$ cat src/rtl/dwb_pkg.sv
// Shared types and constants for the write-through data write buffer.
package dwb_pkg;

   localparam int WORD_LSB = 2;

   typedef enum logic [1:0] {
      IDLE,
      READ,
      WRITE,
      RESP
   } state_t;

   // Reference layout of one buffered store at the default 32-bit widths.
   typedef struct packed {
      logic [29:0] addr;
      logic [31:0] data;
   } entry_t;

endpackage

$ cat src/rtl/dwb_fifo.sv
// Circular store buffer with a youngest-entry address lookup for read forwarding.
module dwb_fifo
   import dwb_pkg::*;
#(
   parameter int DEPTH = 4,
   parameter int AW    = 30,
   parameter int DW    = 32
) (
   input  logic          clk,
   input  logic          rst_n,
   input  logic          push,
   input  logic [AW-1:0] push_addr,
   input  logic [DW-1:0] push_data,
   input  logic          pop,
   output logic          full,
   output logic          empty,
   output logic [AW-1:0] head_addr,
   output logic [DW-1:0] head_data,
   input  logic [AW-1:0] lookup_addr,
   output logic          hit,
   output logic [DW-1:0] hit_data
);

   localparam int IDX_W = $clog2(DEPTH);
   localparam int PTR_W = IDX_W + 1;

   logic [AW-1:0]    addr_q [DEPTH];
   logic [DW-1:0]    data_q [DEPTH];
   logic [PTR_W-1:0] wr_ptr;
   logic [PTR_W-1:0] rd_ptr;
   logic [PTR_W-1:0] count;
   logic [IDX_W-1:0] idx;

   assign count     = wr_ptr - rd_ptr;
   assign empty     = (wr_ptr == rd_ptr);
   assign full      = (wr_ptr[IDX_W-1:0] == rd_ptr[IDX_W-1:0]) &&
                      (wr_ptr[PTR_W-1] != rd_ptr[PTR_W-1]);
   assign head_addr = addr_q[rd_ptr[IDX_W-1:0]];
   assign head_data = data_q[rd_ptr[IDX_W-1:0]];

   always_ff @(posedge clk) begin
      if (!rst_n) begin
         wr_ptr <= '0;
         rd_ptr <= '0;
      end else begin
         if (push && !full)
            wr_ptr <= wr_ptr + 1'b1;
         if (pop && !empty)
            rd_ptr <= rd_ptr + 1'b1;
      end
   end

   always_ff @(posedge clk) begin
      if (push && !full) begin
         addr_q[wr_ptr[IDX_W-1:0]] <= push_addr;
         data_q[wr_ptr[IDX_W-1:0]] <= push_data;
      end
   end

   // Walk oldest to youngest so the last match seen is the newest store.
   always_comb begin
      hit      = 1'b0;
      hit_data = '0;
      idx      = '0;
      for (int k = 0; k < DEPTH; k++) begin
         idx = rd_ptr[IDX_W-1:0] + IDX_W'(k);
         if ((PTR_W'(k) < count) && (addr_q[idx] == lookup_addr)) begin
            hit      = 1'b1;
            hit_data = data_q[idx];
         end
      end
   end

endmodule

$ cat src/rtl/data_write_buffer.sv
// Write-through store buffer between data cache and memory: drains stores, serves read misses, forwards buffered data.
module data_write_buffer
   import dwb_pkg::*;
#(
   parameter int DEPTH  = 4,
   parameter int ADDR_W = 32,
   parameter int DATA_W = 32
) (
   input  logic              clk,
   input  logic              rst_n,
   input  logic              wr_valid,
   input  logic [ADDR_W-1:0] wr_addr,
   input  logic [DATA_W-1:0] wr_data,
   output logic              wr_ready,
   input  logic              rd_valid,
   input  logic [ADDR_W-1:0] rd_addr,
   output logic              rd_ready,
   output logic              rd_resp_valid,
   output logic [DATA_W-1:0] rd_resp_data,
   output logic              mem_req,
   output logic              mem_we,
   output logic [ADDR_W-1:0] mem_addr,
   output logic [DATA_W-1:0] mem_wdata,
   input  logic              mem_ack,
   input  logic [DATA_W-1:0] mem_rdata
);

   localparam int AW = ADDR_W - WORD_LSB;

   state_t            state;
   logic              full;
   logic              empty;
   logic              hit;
   logic              push;
   logic              pop;
   logic              rd_accept;
   logic [AW-1:0]     head_addr;
   logic [DATA_W-1:0] head_data;
   logic [DATA_W-1:0] hit_data;
   logic              unused_offset;

   assign unused_offset = ^wr_addr[WORD_LSB-1:0];

   assign wr_ready  = rst_n && !full;
   assign rd_ready  = rst_n && (state == IDLE);
   assign push      = wr_valid && wr_ready;
   assign rd_accept = rd_valid && rd_ready;
   assign pop       = (state == WRITE) && mem_ack;

   dwb_fifo #(
      .DEPTH (DEPTH),
      .AW    (AW),
      .DW    (DATA_W)
   ) u_fifo (
      .clk         (clk),
      .rst_n       (rst_n),
      .push        (push),
      .push_addr   (wr_addr[ADDR_W-1:WORD_LSB]),
      .push_data   (wr_data),
      .pop         (pop),
      .full        (full),
      .empty       (empty),
      .head_addr   (head_addr),
      .head_data   (head_data),
      .lookup_addr (rd_addr[ADDR_W-1:WORD_LSB]),
      .hit         (hit),
      .hit_data    (hit_data)
   );

   // Reads win over draining; a buffered match is answered without touching memory.
   always_ff @(posedge clk) begin
      if (!rst_n) begin
         state         <= IDLE;
         mem_req       <= 1'b0;
         mem_we        <= 1'b0;
         mem_addr      <= '0;
         mem_wdata     <= '0;
         rd_resp_valid <= 1'b0;
         rd_resp_data  <= '0;
      end else begin
         case (state)
            IDLE: begin
               if (rd_accept) begin
                  if (hit) begin
                     rd_resp_data  <= hit_data;
                     rd_resp_valid <= 1'b1;
                     state         <= RESP;
                  end else begin
                     mem_req  <= 1'b1;
                     mem_we   <= 1'b0;
                     mem_addr <= rd_addr;
                     state    <= READ;
                  end
               end else if (!empty) begin
                  mem_req   <= 1'b1;
                  mem_we    <= 1'b1;
                  mem_addr  <= {head_addr, {WORD_LSB{1'b0}}};
                  mem_wdata <= head_data;
                  state     <= WRITE;
               end
            end
            READ: begin
               if (mem_ack) begin
                  mem_req       <= 1'b0;
                  rd_resp_data  <= mem_rdata;
                  rd_resp_valid <= 1'b1;
                  state         <= RESP;
               end
            end
            WRITE: begin
               if (mem_ack) begin
                  mem_req <= 1'b0;
                  mem_we  <= 1'b0;
                  state   <= IDLE;
               end
            end
            RESP: begin
               rd_resp_valid <= 1'b0;
               state         <= IDLE;
            end
            default: state <= IDLE;
         endcase
      end
   end

endmodule

$ cat config.mk
export PLATFORM = sky130hd
export DESIGN_NAME = data_write_buffer
export DESIGN_NICKNAME = d
export VERILOG_FILES = /design/src/rtl/dwb_pkg.sv /design/src/rtl/dwb_fifo.sv /design/src/rtl/data_write_buffer.sv
export SDC_FILE = /design/constraint.sdc
export NUM_CORES = 1
export LEC_CHECK = 0
export CAP_MARGIN = 0
export CORE_ASPECT_RATIO = 1.25
export CORE_MARGIN = 10
export CORE_UTILIZATION = 52
export DETAILED_ROUTE_END_ITERATION = 7
export PLACE_DENSITY = 0.83
export SYNTH_ARGS = -nofsm -noshare
export SYNTH_HDL_FRONTEND = slang
export SYNTH_HIERARCHICAL = 1
export SYNTH_SLANG_ARGS = --single-unit
$ cat constraint.sdc
create_clock -name clk -period 3.97 [get_ports clk]
set_input_delay 0.794 -clock clk [delete_from_list [all_inputs] [get_ports clk]]
set_output_delay 0.794 -clock clk [all_outputs]
set_load 0.01 [all_outputs]
==> impl_results.md, run 1 <==
- Post-synthesis instance area: 21400 um2
- Clock Sinks: 357
- Max-slew violation count: 0
- Synth Register Bits: 357
- Iteration-0 DRC Markers: 1235
- Fin area: 26300 um2
- PortBufs: 231
- Vias per cell: 6.48
- Worst-Margin Slew: 1.06 ns
- Vias in the first global route: 15.7k
- P&R area growth vs syn: 23.4%
- RSZ-0062 raised after global routing: false
- Clk_skew: 0.0277 ns
- Number of remaining DRC errors: 0
- Dpl cells: 2281
- R2R Setup Slk: 0.09 ns
- Library cells used by synthesis: 63
- Hold Fails Final Rpt: 0
- Fmax achieved: 258 MHz
- Place WS: -0.110 ns
- Synth Flop Type: edfxtp_1
- Grt met1 use: 0.273
- PD cells: 417 nW/um2
- I/O pin total: 234
- Yosys top cell by area: edfxtp_1
- Total chip power: 11.0 mW
- Largest net degree at the start of global routing: 70
- Die width: 201 um
- Synth area leaders: edfxtp_1 35%, mux4_2 25%, dfxtp_1 10%
- Post-layout util: 0.653
- Hold-fix buffers at CTS: 0
- Worst hold path depth: 2
- CP endpoint kind: register
- Synth Instances: 1539
- Initial DRT Pass Iterations: 5
- Clock transition at path regs: 0.06 ns
- Syn Nets: 1686
- Syn_area_per_cell: 13.9 um2
- Final worst slack: 0.0926 ns
- Synth top area share: 0.349
- Worst EP required: 4.45 ns
- Hold wc startpoint: mem_wdata[16]$_SDFFE_PN0P_
- Post-DP HPWL: 42000 um
- Post-synth EDFFs: 248
- Startpoint types: register
- Fill count: 2858
- CTS Buf Count: 40
- Met3 usage: 0.0495
- Core ar.: 40300 um2
- Ys Warns: 6
- GR Util met2: 0.438
- Vias: 15.3k
- DIE AREA: 49600 um2
- Worst-Skew Late Latency: 0.55 ns
- Number of cell rows: 82
- Initial Util: 0.530
- Leakage: 8.94 nW
- Worst hold slack: 0.462 ns
- HP Class: reg2reg
- Final Instance Count excl. Fillers: 2370
- Worst Reg-to-Reg Cells: 14
- Final Setup Violations: 0
- Critical path class: reg2reg
- WL/cell: 26.7 um
- CTS Root Cell: clkbuf_16
- Gr busiest metal: met2
- Final #Nets: 1937
- Worst R2R Start: u_fifo/rd_ptr[0]$_SDFFE_PN0P_
- Crit path DAT: 4.35 ns
- CTS tree: done
- Die Y: 247 um
- Antenna-violating nets left: 0
- H-tree depth: 2
- Ys async rst share: 0
- Setup TNS: 0 ns
- GRT Overall Usage: 0.244
- Global-route wire length before repair: 93300 um
- CP max FO: 24
- Minimum clock period: 3.88 ns
- Final Wtd Congestion: 0.917
- Slew HR: 0.293
- Status: complete, no violations
- Initial antenna violation count: 5
- Final Cycle Share: 0.977
- Critical Path Start: u_fifo/rd_ptr[0]$_SDFFE_PN0P_
- Clk buf depth: 3
- Max Cap Viol: 0
- GRT overflow: 0
- Wirelength, routed: 63300 um
- Share of cells above drive strength 1: 0.259
- Worst VDD drop: 334 uV
- Post-synthesis sequential area ratio: 0.451
- Placed Area: 24600 um2
## layout make-up
| cell class | count | area, um2 | share of cell area |
|---|---|---|---|
| Sequential cell | 357 | 9640 | 0.366 |
| Timing Repair Buffer | 346 | 3530 | 0.134 |
| Clock buffer | 56 | 1140 | 0.0434 |
| Antenna cell | 2 | 5.00 | 0.000190 |
| Tap cell | 546 | 683 | 0.0259 |
| Clock inverter | 18 | 297 | 0.0113 |
| Inverter | 40 | 150 | 0.00570 |
| Multi-Input combinational cell | 1005 | 10900 | 0.414 |
## registers in the layout, indices dropped and copies added (netlist names), named ones only
signal,cells
mem_we,1
u_fifo/wr_ptr,3
u_fifo/addr_q,120
mem_req,1
rd_resp_data,32
mem_addr,32
rd_resp_valid,1
mem_wdata,32
state,2
u_fifo/data_q,128
u_fifo/rd_ptr,3
## Yosys cell counts, drive strengths merged (2+ instances only)
library cell  count
o22ai             2
a22oi             3
mux2              2
a21boi           36
o211a            34
ha               13
nand3             4
clkbuf           60
mux4            236
and2             12
dfxtp           109
nor2             39
mux2i            93
nor4             13
nand2           165
inv              40
nor2b             8
a31oi            30
o21ai            37
nand2b            4
or4               2
nor3             33
nand4            22
buf              77
nor3b            33
xor2             49
and3              3
edfxtp          248
nand3b            2
a21oi             4
o2111ai           3
xnor2            73
a211oi           33
## final timing paths
| check | end |
|---|---|
| worst min register to register | mem_wdata[16]$_SDFFE_PN0P_ |
| worst min-delay path | mem_wdata[16]$_SDFFE_PN0P_ |
| worst max-delay path | rd_resp_data[1]$_SDFFE_PN0P_ |
| worst max register to register | rd_resp_data[1]$_SDFFE_PN0P_ |
## critical path, stage by stage (launching register included)
cell	delay, ns
dfxtp_4	0.41
ha_4	0.37
buf_12	0.18
mux4_2	0.52
xor2_1	0.16
nor4_1	0.38
and4_1	0.32
nand4_1	0.11
buf_4	0.18
o211ai_1	0.13
nand4_1	0.23
a21oi_4	0.29
buf_4	0.17
clkbuf_16	0.19
o211a_1	0.15
## logic make-up (layout without fill, tap and decap cells)
group / count (synthesis) / count (layout) / synth area share
AO/OA/AOI/OAI: 194 / 194 / 0.0684
adder cells (fa/ha/maj): 14 / 14 / 0.00856
flip-flops: 357 / 357 / 0.451
AND/OR/NAND/NOR: 343 / 343 / 0.0843
other: 0 / 2 / 0
buffers and inverters: 177 / 460 / 0.0421
XOR/XNOR: 123 / 123 / 0.0515
multiplexers: 331 / 331 / 0.294
## repair_timing
action | 4_1_cts | 5_1_grt
buffers inserted | 1 | 8
pin swaps | 1 | 7
gates resized for setup | 1 | 16
endpoints found under the setup margin | 63 | 64
gates cloned | 0 | 4
## routing by layer
layer,vias up,share of wire
li1,6558,-
met2,869,0.53
met1,7762,0.35
met3,154,0.088
met5,-,0.00065
met4,6,0.040
## where the power goes
group / internal [mW] / switching [mW]
clock network: 2.53 / 1.50
registers: 4.25 / 0.179
logic: 1.24 / 1.28
## cells in the final DEF (no fill, tap or decap), types with 35 or more instances in the layout
cell type	instances
a21boi_0	35
buf_4	86
clkbuf_16	46
clkdlybuf4s50_1	230
dfxtp_1	105
edfxtp_1	248
inv_1	40
mux2i_1	93
mux4_2	233
nand2_1	164
nor2_1	39
o21ai_0	36
xnor2_1	68
xor2_1	49
Power figures use the tool's default switching activity.
==> run 2, diff against run 1 <==
--- a/config.mk
+++ b/config.mk
@@ -15,3 +15,4 @@
 export SYNTH_HDL_FRONTEND = slang
 export SYNTH_HIERARCHICAL = 1
 export SYNTH_SLANG_ARGS = --single-unit
+export TNS_END_PERCENT = 1
==> run 2 against run 1 <==
  * Global-route usage increased by 0.22 points
  * Highest routed layer is now met4
  * Non-clock buffer count down 17
  * Critical path depth increased by 2
  * Final area shrank 0.94%
  * Sequential share of layout area up 0.36 points
  * Critical endpoint is now mem_addr[6]$_SDFFE_PN0P_
  * Clock skew is 0.0037 ns lower
  * Clock power shrank 11%
  * Via count down 0.54%
  * Count of clock-buffer cells in the layout fell by 3
  * Largest cell class unchanged
==> impl_results.md, run 2 (synthesis results as in run 1) <==
- CTS Root Cell: clkbuf_16
- Vias in the first global route: 15.8k (+0.88%)
- CP max FO: 38 (+58%)
- RSZ-0062 raised after global routing: true
- Clk buf depth: 3 (unchanged)
- Antenna-violating nets left: 0 (unchanged)
- Initial DRT Pass Iterations: 6 (+1)
- CTS tree: done
- Final #Nets: 1918 (-0.98%)
- Max-slew violation count: 0 (unchanged)
- I/O pin total: 234 (unchanged)
- Final Wtd Congestion: 0.909 (-0.89%)
- Status: complete, no violations
- Delay-heaviest family, CP: simple AND/OR/NAND/NOR gates
- WL/cell: 26.6 um (-0.42%)
- Critical Path Max Stage Delay: 0.38 ns (-0.14 ns)
- CTS Buf Count: 38 (-5.0%)
- Crit path DAT: 4.33 ns (-0.02 ns)
- Max FFs per register: 128 (unchanged)
- Fill count: 2871 (+0.45%)
- Fin area: 26100 um2 (-0.94%)
- Worst-Margin Slew: 1.08 ns (+0.0244 ns)
- Final Setup Violations: 0 (unchanged)
- CP Cell Sequence: ha_4 -> buf_12 -> buf_8 -> mux4_2 -> xnor2_2 -> nand4_1 -> nor4_2 -> nand4_1 -> and2_4 -> o211ai_1 -> buf_4 -> inv_1 -> o211a_2 -> buf_12 -> o21ai_0 -> a31oi_1
- Hold Fails Final Rpt: 0 (unchanged)
- Worst EP required: 4.37 ns (-0.08 ns)
- Post-layout util: 0.647 (-0.00614)
- Worst-Skew Late Latency: 0.55 ns (about the same)
- Total chip power: 10.5 mW (-4.4%)
- PortBufs: 231 (unchanged)
- Fmax achieved: 255 MHz (-1.3%)
- Number of cell rows: 82 (unchanged)
- Minimum clock period: 3.93 ns (+0.0516 ns)
- Critical path class: reg2reg
- Post-DP HPWL: 41800 um (-0.69%)
- Placed Area: 24500 um2 (-0.37%)
- Largest net degree at the start of global routing: 66 (-5.7%)
- Iteration-0 DRC Markers: 1352 (+9.5%)
- Vias per cell: 6.50 (+0.39%)
- HP Class: reg2reg
- Critical-path top delay cell: dfxtp_4
- Core ar.: 40300 um2 (unchanged)
- Clock Sinks: 357 (unchanged)
- GRT Overall Usage: 0.246 (+0.00217)
- Max Cap Viol: 0 (unchanged)
- Vias: 15.3k (-0.54%)
- Initial antenna violation count: 1 (-4)
- Final Cycle Share: 0.990 (+0.0130)
- Clock transition at path regs: 0.06 ns (about the same)
- GRT overflow: 0 (unchanged)
- CP endpoint kind: register
- Global-route wire length before repair: 94600 um (+1.4%)
- Clk_skew: 0.0240 ns (-0.00373 ns)
- Worst path bufs/invs: 5 (+1)
- Worst VDD drop: 346 uV (+3.6%)
- Setup TNS: 0 ns (unchanged)
- Leakage: 8.79 nW (-1.7%)
- H-tree depth: 2 (unchanged)
- Number of remaining DRC errors: 0 (unchanged)
- Die Y: 247 um (unchanged)
- Slew HR: 0.277 (-0.0162)
- Die width: 201 um (unchanged)
- Commonest non-fill, non-tap cell in the layout: edfxtp_1
- DIE AREA: 49600 um2 (unchanged)
- Initial Util: 0.530 (unchanged)
- P&R area growth vs syn: 22.2%
- PD cells: 403 nW/um2 (-3.5%)
- Wirelength, routed: 62500 um (-1.3%)
- Startpoint types: register
- Share of cells above drive strength 1: 0.255 (-0.00365)
- Most frequent cells in the layout: 248 x edfxtp_1, 234 x mux4_2, 230 x clkdlybuf4s50_1, 164 x nand2_1, 105 x dfxtp_1
==> run 2: path summary, 6_finish.rpt <==
check | start | end | slack (ns) | cells after the start
setup / recovery | u_fifo/rd_ptr[0]$_SDFFE_PN0P_ | mem_addr[6]$_SDFFE_PN0P_ | 0.04 | 16
hold / removal | mem_wdata[6]$_SDFFE_PN0P_ | mem_wdata[6]$_SDFFE_PN0P_ | 0.47 | 2
setup reg to reg | u_fifo/rd_ptr[0]$_SDFFE_PN0P_ | mem_addr[6]$_SDFFE_PN0P_ | 0.04 | 16
hold reg to reg | mem_wdata[6]$_SDFFE_PN0P_ | mem_wdata[6]$_SDFFE_PN0P_ | 0.47 | 2
==> run 2: through the flow <==
step | hold slack, ns | std cells | worst slack [ns]
after floorplan | 0.487 | 1539 | -0.338
after global placement | 0.452 | 2265 | -0.112
after detailed placement | 0.459 | 2265 | -0.149
after CTS | 0.470 | 2339 | 0.00476
after global routing | 0.493 | 2348 | -0.0566
final | 0.466 | 2348 | 0.0410
==> run 2: tightest hold or removal path, delay by kind of cell, from the launching register on <==
kind,cells,cell delay [ns]
DFF,1,0.31
and+or+nand+nor,1,0.05
AOI/OAI and AO/OA,1,0.06
==> run 2: layer usage <==
layer,part of all wire,GRT usage,up-vias
met5,0,0,-
met4,0.041,0.103,0
met3,0.080,0.0420,153
met2,0.53,0.451,858
met1,0.35,0.278,7743
li1,-,-,6512
==> run 2: report_power, final <==
part	internal [mW]	leakage [nW]	total, mW	switching (mW)
Combinational	1.25	5.03	2.51	1.27
Sequential	4.25	3.14	4.42	0.170
Clock	2.08	0.610	3.57	1.48
Total	7.58	8.79	10.5	2.92
==> run 2: cell type report <==
| type | count | area [um2] | share of cell area |
|---|---|---|---|
| Antenna cell | 1 | 2.50 | 0.0000959 |
| Clock buffer | 53 | 1100 | 0.0422 |
| Clock inverter | 17 | 158 | 0.00604 |
| Inverter | 40 | 150 | 0.00575 |
| Multi-Input combinational cell | 1005 | 10900 | 0.418 |
| Sequential cell | 357 | 9640 | 0.370 |
| Tap cell | 546 | 683 | 0.0262 |
| Timing Repair Buffer | 329 | 3440 | 0.132 |
==> run 2: what timing repair did <==
action / in CTS / in global routing
buffers inserted: 2 / 6
gates cloned: 2 / 2
hold buffers: 0 / 0
pin swaps: 5 / 5
resized for setup: 11 / 13
endpoints found under the setup margin: 52 / 58
==> run 3, diff against run 2 <==
--- a/config.mk
+++ b/config.mk
@@ -9,8 +9,11 @@
 export CORE_ASPECT_RATIO = 1.25
 export CORE_MARGIN = 10
 export CORE_UTILIZATION = 52
+export CTS_CLUSTER_SIZE = 16
 export DETAILED_ROUTE_END_ITERATION = 7
 export PLACE_DENSITY = 0.83
+export RECOVER_POWER = 100
+export SETUP_SLACK_MARGIN = 0.05
 export SYNTH_ARGS = -nofsm -noshare
 export SYNTH_HDL_FRONTEND = slang
 export SYNTH_HIERARCHICAL = 1
==> run 3 against run 2 <==
  * Worst setup slack lost 0.0066 ns
  * Sequential power is essentially flat
  * Global-route usage shrank 0.18 points
  * Utilization grew 0.32 points
  * Count of clock-buffer cells in the layout grew 1
  * Register-to-register slack is essentially flat
  * Cell count grew 0.60%
  * Non-clock buffer count grew 8
  * Largest cell class unchanged
  * Largest power group unchanged
  * Highest routed layer is now met5
==> impl_results.md, run 3 (synthesis results as in run 1) <==
- GRT overflow: 0 (unchanged)
- GRT Overall Usage: 0.244 (-0.00180)
- Die width: 201 um (unchanged)
- Worst-Skew Late Latency: 0.55 ns (about the same)
- H-tree depth: 2 (unchanged)
- CTS Root Cell: clkbuf_16
- Critical Path Max Stage Delay: 0.72 ns (+0.34 ns)
- Initial antenna violation count: 11 (+10)
- Worst-Margin Slew: 1.09 ns (+0.0104 ns)
- DIE AREA: 49600 um2 (unchanged)
- CP Cell Sequence: buf_4 -> mux4_2 -> xnor2_1 -> buf_4 -> nand4_1 -> or4_2 -> o211ai_1 -> buf_4 -> inv_1 -> o211a_2 -> buf_12 -> o21ai_0 -> a31oi_1
- PortBufs: 231 (unchanged)
- Worst path bufs/invs: 5 (unchanged)
- HP Class: reg2reg
- Clock transition at path regs: 0.06 ns (about the same)
- Largest net degree at the start of global routing: 66 (unchanged)
- Clk buf depth: 3 (unchanged)
- Delay-heaviest family, CP: compound AO/OA/AOI/OAI gates
- Worst hold slack: 0.464 ns (-0.00199 ns)
- Vias per cell: 6.49 (-0.20%)
- Initial DRT Pass Iterations: 7 (+1)
- P&R area growth vs syn: 22.8%
- Hold Fails Final Rpt: 0 (unchanged)
- Status: complete, no violations
- Slew HR: 0.270 (-0.00694)
- Crit path top cell by count: buf_4
- Critical-path top delay cell: or4_2
- Critical path class: reg2reg
- Die Y: 247 um (unchanged)
- CTS tree: done
- Vias in the first global route: 15.8k (-0.34%)
- Clk_skew: 0.0169 ns (-0.00706 ns)
- Startpoint types: register
- Crit path DAT: 4.34 ns (about the same)
- Final #Nets: 1927 (+0.47%)
- Final Cycle Share: 0.991 (+0.00166)
- Worst VDD drop: 387 uV (+12%)
- Setup TNS: 0 ns (unchanged)
- Fill count: 2829 (-1.5%)
- WL/cell: 26.5 um (-0.45%)
- I/O pin total: 234 (unchanged)
- Iteration-0 DRC Markers: 1468 (+8.6%)
- Core ar.: 40300 um2 (unchanged)
- Max-slew violation count: 0 (unchanged)
- Wirelength, routed: 62600 um (+0.14%)
- CP endpoint kind: register
- Hold-fix buffers at CTS: 0 (unchanged)
- Antenna-violating nets left: 0 (unchanged)
- Leakage: 9.19 nW (+4.6%)
- Final Setup Violations: 0 (unchanged)
- Max FFs per register: 128 (unchanged)
- Number of cell rows: 82 (unchanged)
- Post-DP HPWL: 41800 um (unchanged)
- PD cells: 407 nW/um2 (+1.2%)
- RSZ-0062 raised after global routing: true
- Worst EP required: 4.38 ns (about the same)
- Global-route wire length before repair: 93900 um (-0.69%)
- Number of remaining DRC errors: 0 (unchanged)
- Final Wtd Congestion: 0.909 (unchanged)
- Vias: 15.3k (+0.39%)
- CP max FO: 38 (unchanged)
- CTS Buf Count: 39 (+2.6%)
- Share of cells above drive strength 1: 0.263 (+0.00853)
- Clock Sinks: 357 (unchanged)
- Max Cap Viol: 0 (unchanged)
- Initial Util: 0.530 (unchanged)
- Minimum clock period: 3.94 ns (+0.00658 ns)
- Most frequent cells in the layout: 248 x edfxtp_1, 234 x mux4_2, 164 x nand2_1, 161 x dlygate4sd3_1, 106 x dfxtp_1
- Fmax achieved: 254 MHz (-0.17%)
- Commonest non-fill, non-tap cell in the layout: edfxtp_1
==> run 3: metrics by stage <==
| stage | cell area, um2 | utilization | std cells | total power, mW | setup WS [ns] |
|---|---|---|---|---|---|
| CTS | 26000 | 0.646 | 2341 | 10.8 | 0.00288 |
| detailed placement | 24500 | 0.609 | 2265 | 6.95 | -0.149 |
| finish | 26200 | 0.650 | 2362 | 10.7 | 0.0344 |
| floorplan | 21400 | - | 1539 | 5.88 | -0.338 |
| global route | 26200 | 0.650 | 2360 | 11.1 | -0.0826 |
| global placement | 24500 | 0.609 | 2265 | 6.88 | -0.112 |
==> run 3: repair_timing <==
action	in CTS	in global routing
gates resized for setup	8	29
cloned	2	3
pin swaps	4	8
hold endpoints to repair	0	0
setup endpoints to repair	65	62
setup buffers	2	14
==> run 3: per-layer routing <==
layer  GRT usage  up-vias  share of wire
met4       0.104        4          0.037
li1            -     6524              -
met1       0.277     7767           0.35
met2       0.442      873           0.53
met3      0.0465      158          0.087
met5           0        -        0.00038
==> run 3: path summary, 6_finish.rpt <==
check,start,endpoint,slack [ns],cells past startpoint
worst min register to register,mem_wdata[26]$_SDFFE_PN0P_,mem_wdata[26]$_SDFFE_PN0P_,0.46,2
worst max register to register,register,mem_addr[8]$_SDFFE_PN0P_,0.03,13
worst max-delay path,register,mem_addr[8]$_SDFFE_PN0P_,0.03,13
worst min-delay path,mem_wdata[26]$_SDFFE_PN0P_,mem_wdata[26]$_SDFFE_PN0P_,0.46,2
==> run 3: layout make-up <==
type	count	area, um2	area share
Antenna cell	5	12.5	0.000477
Clock buffer	54	1170	0.0445
Inverter	40	150	0.00573
Timing Repair Buffer	337	3400	0.130
Clock inverter	18	214	0.00816
Sequential cell	357	9640	0.368
Tap cell	546	683	0.0261
Multi-Input combinational cell	1005	11000	0.418
==> run 3: worst reg2reg max path: stages (launching register included) <==
cell	delay [ns]
dfxtp_4	0.48
buf_4	0.22
mux4_2	0.54
xnor2_1	0.23
buf_4	0.18
nand4_1	0.10
or4_2	0.72
o211ai_1	0.35
buf_4	0.19
inv_1	0.05
o211a_2	0.30
buf_12	0.18
o21ai_0	0.21
a31oi_1	0.06
==> run 3: where the power goes <==
group | internal, mW | switching [mW]
Clock | 2.33 | 1.51
Sequential | 4.25 | 0.162
Combinational | 1.16 | 1.27
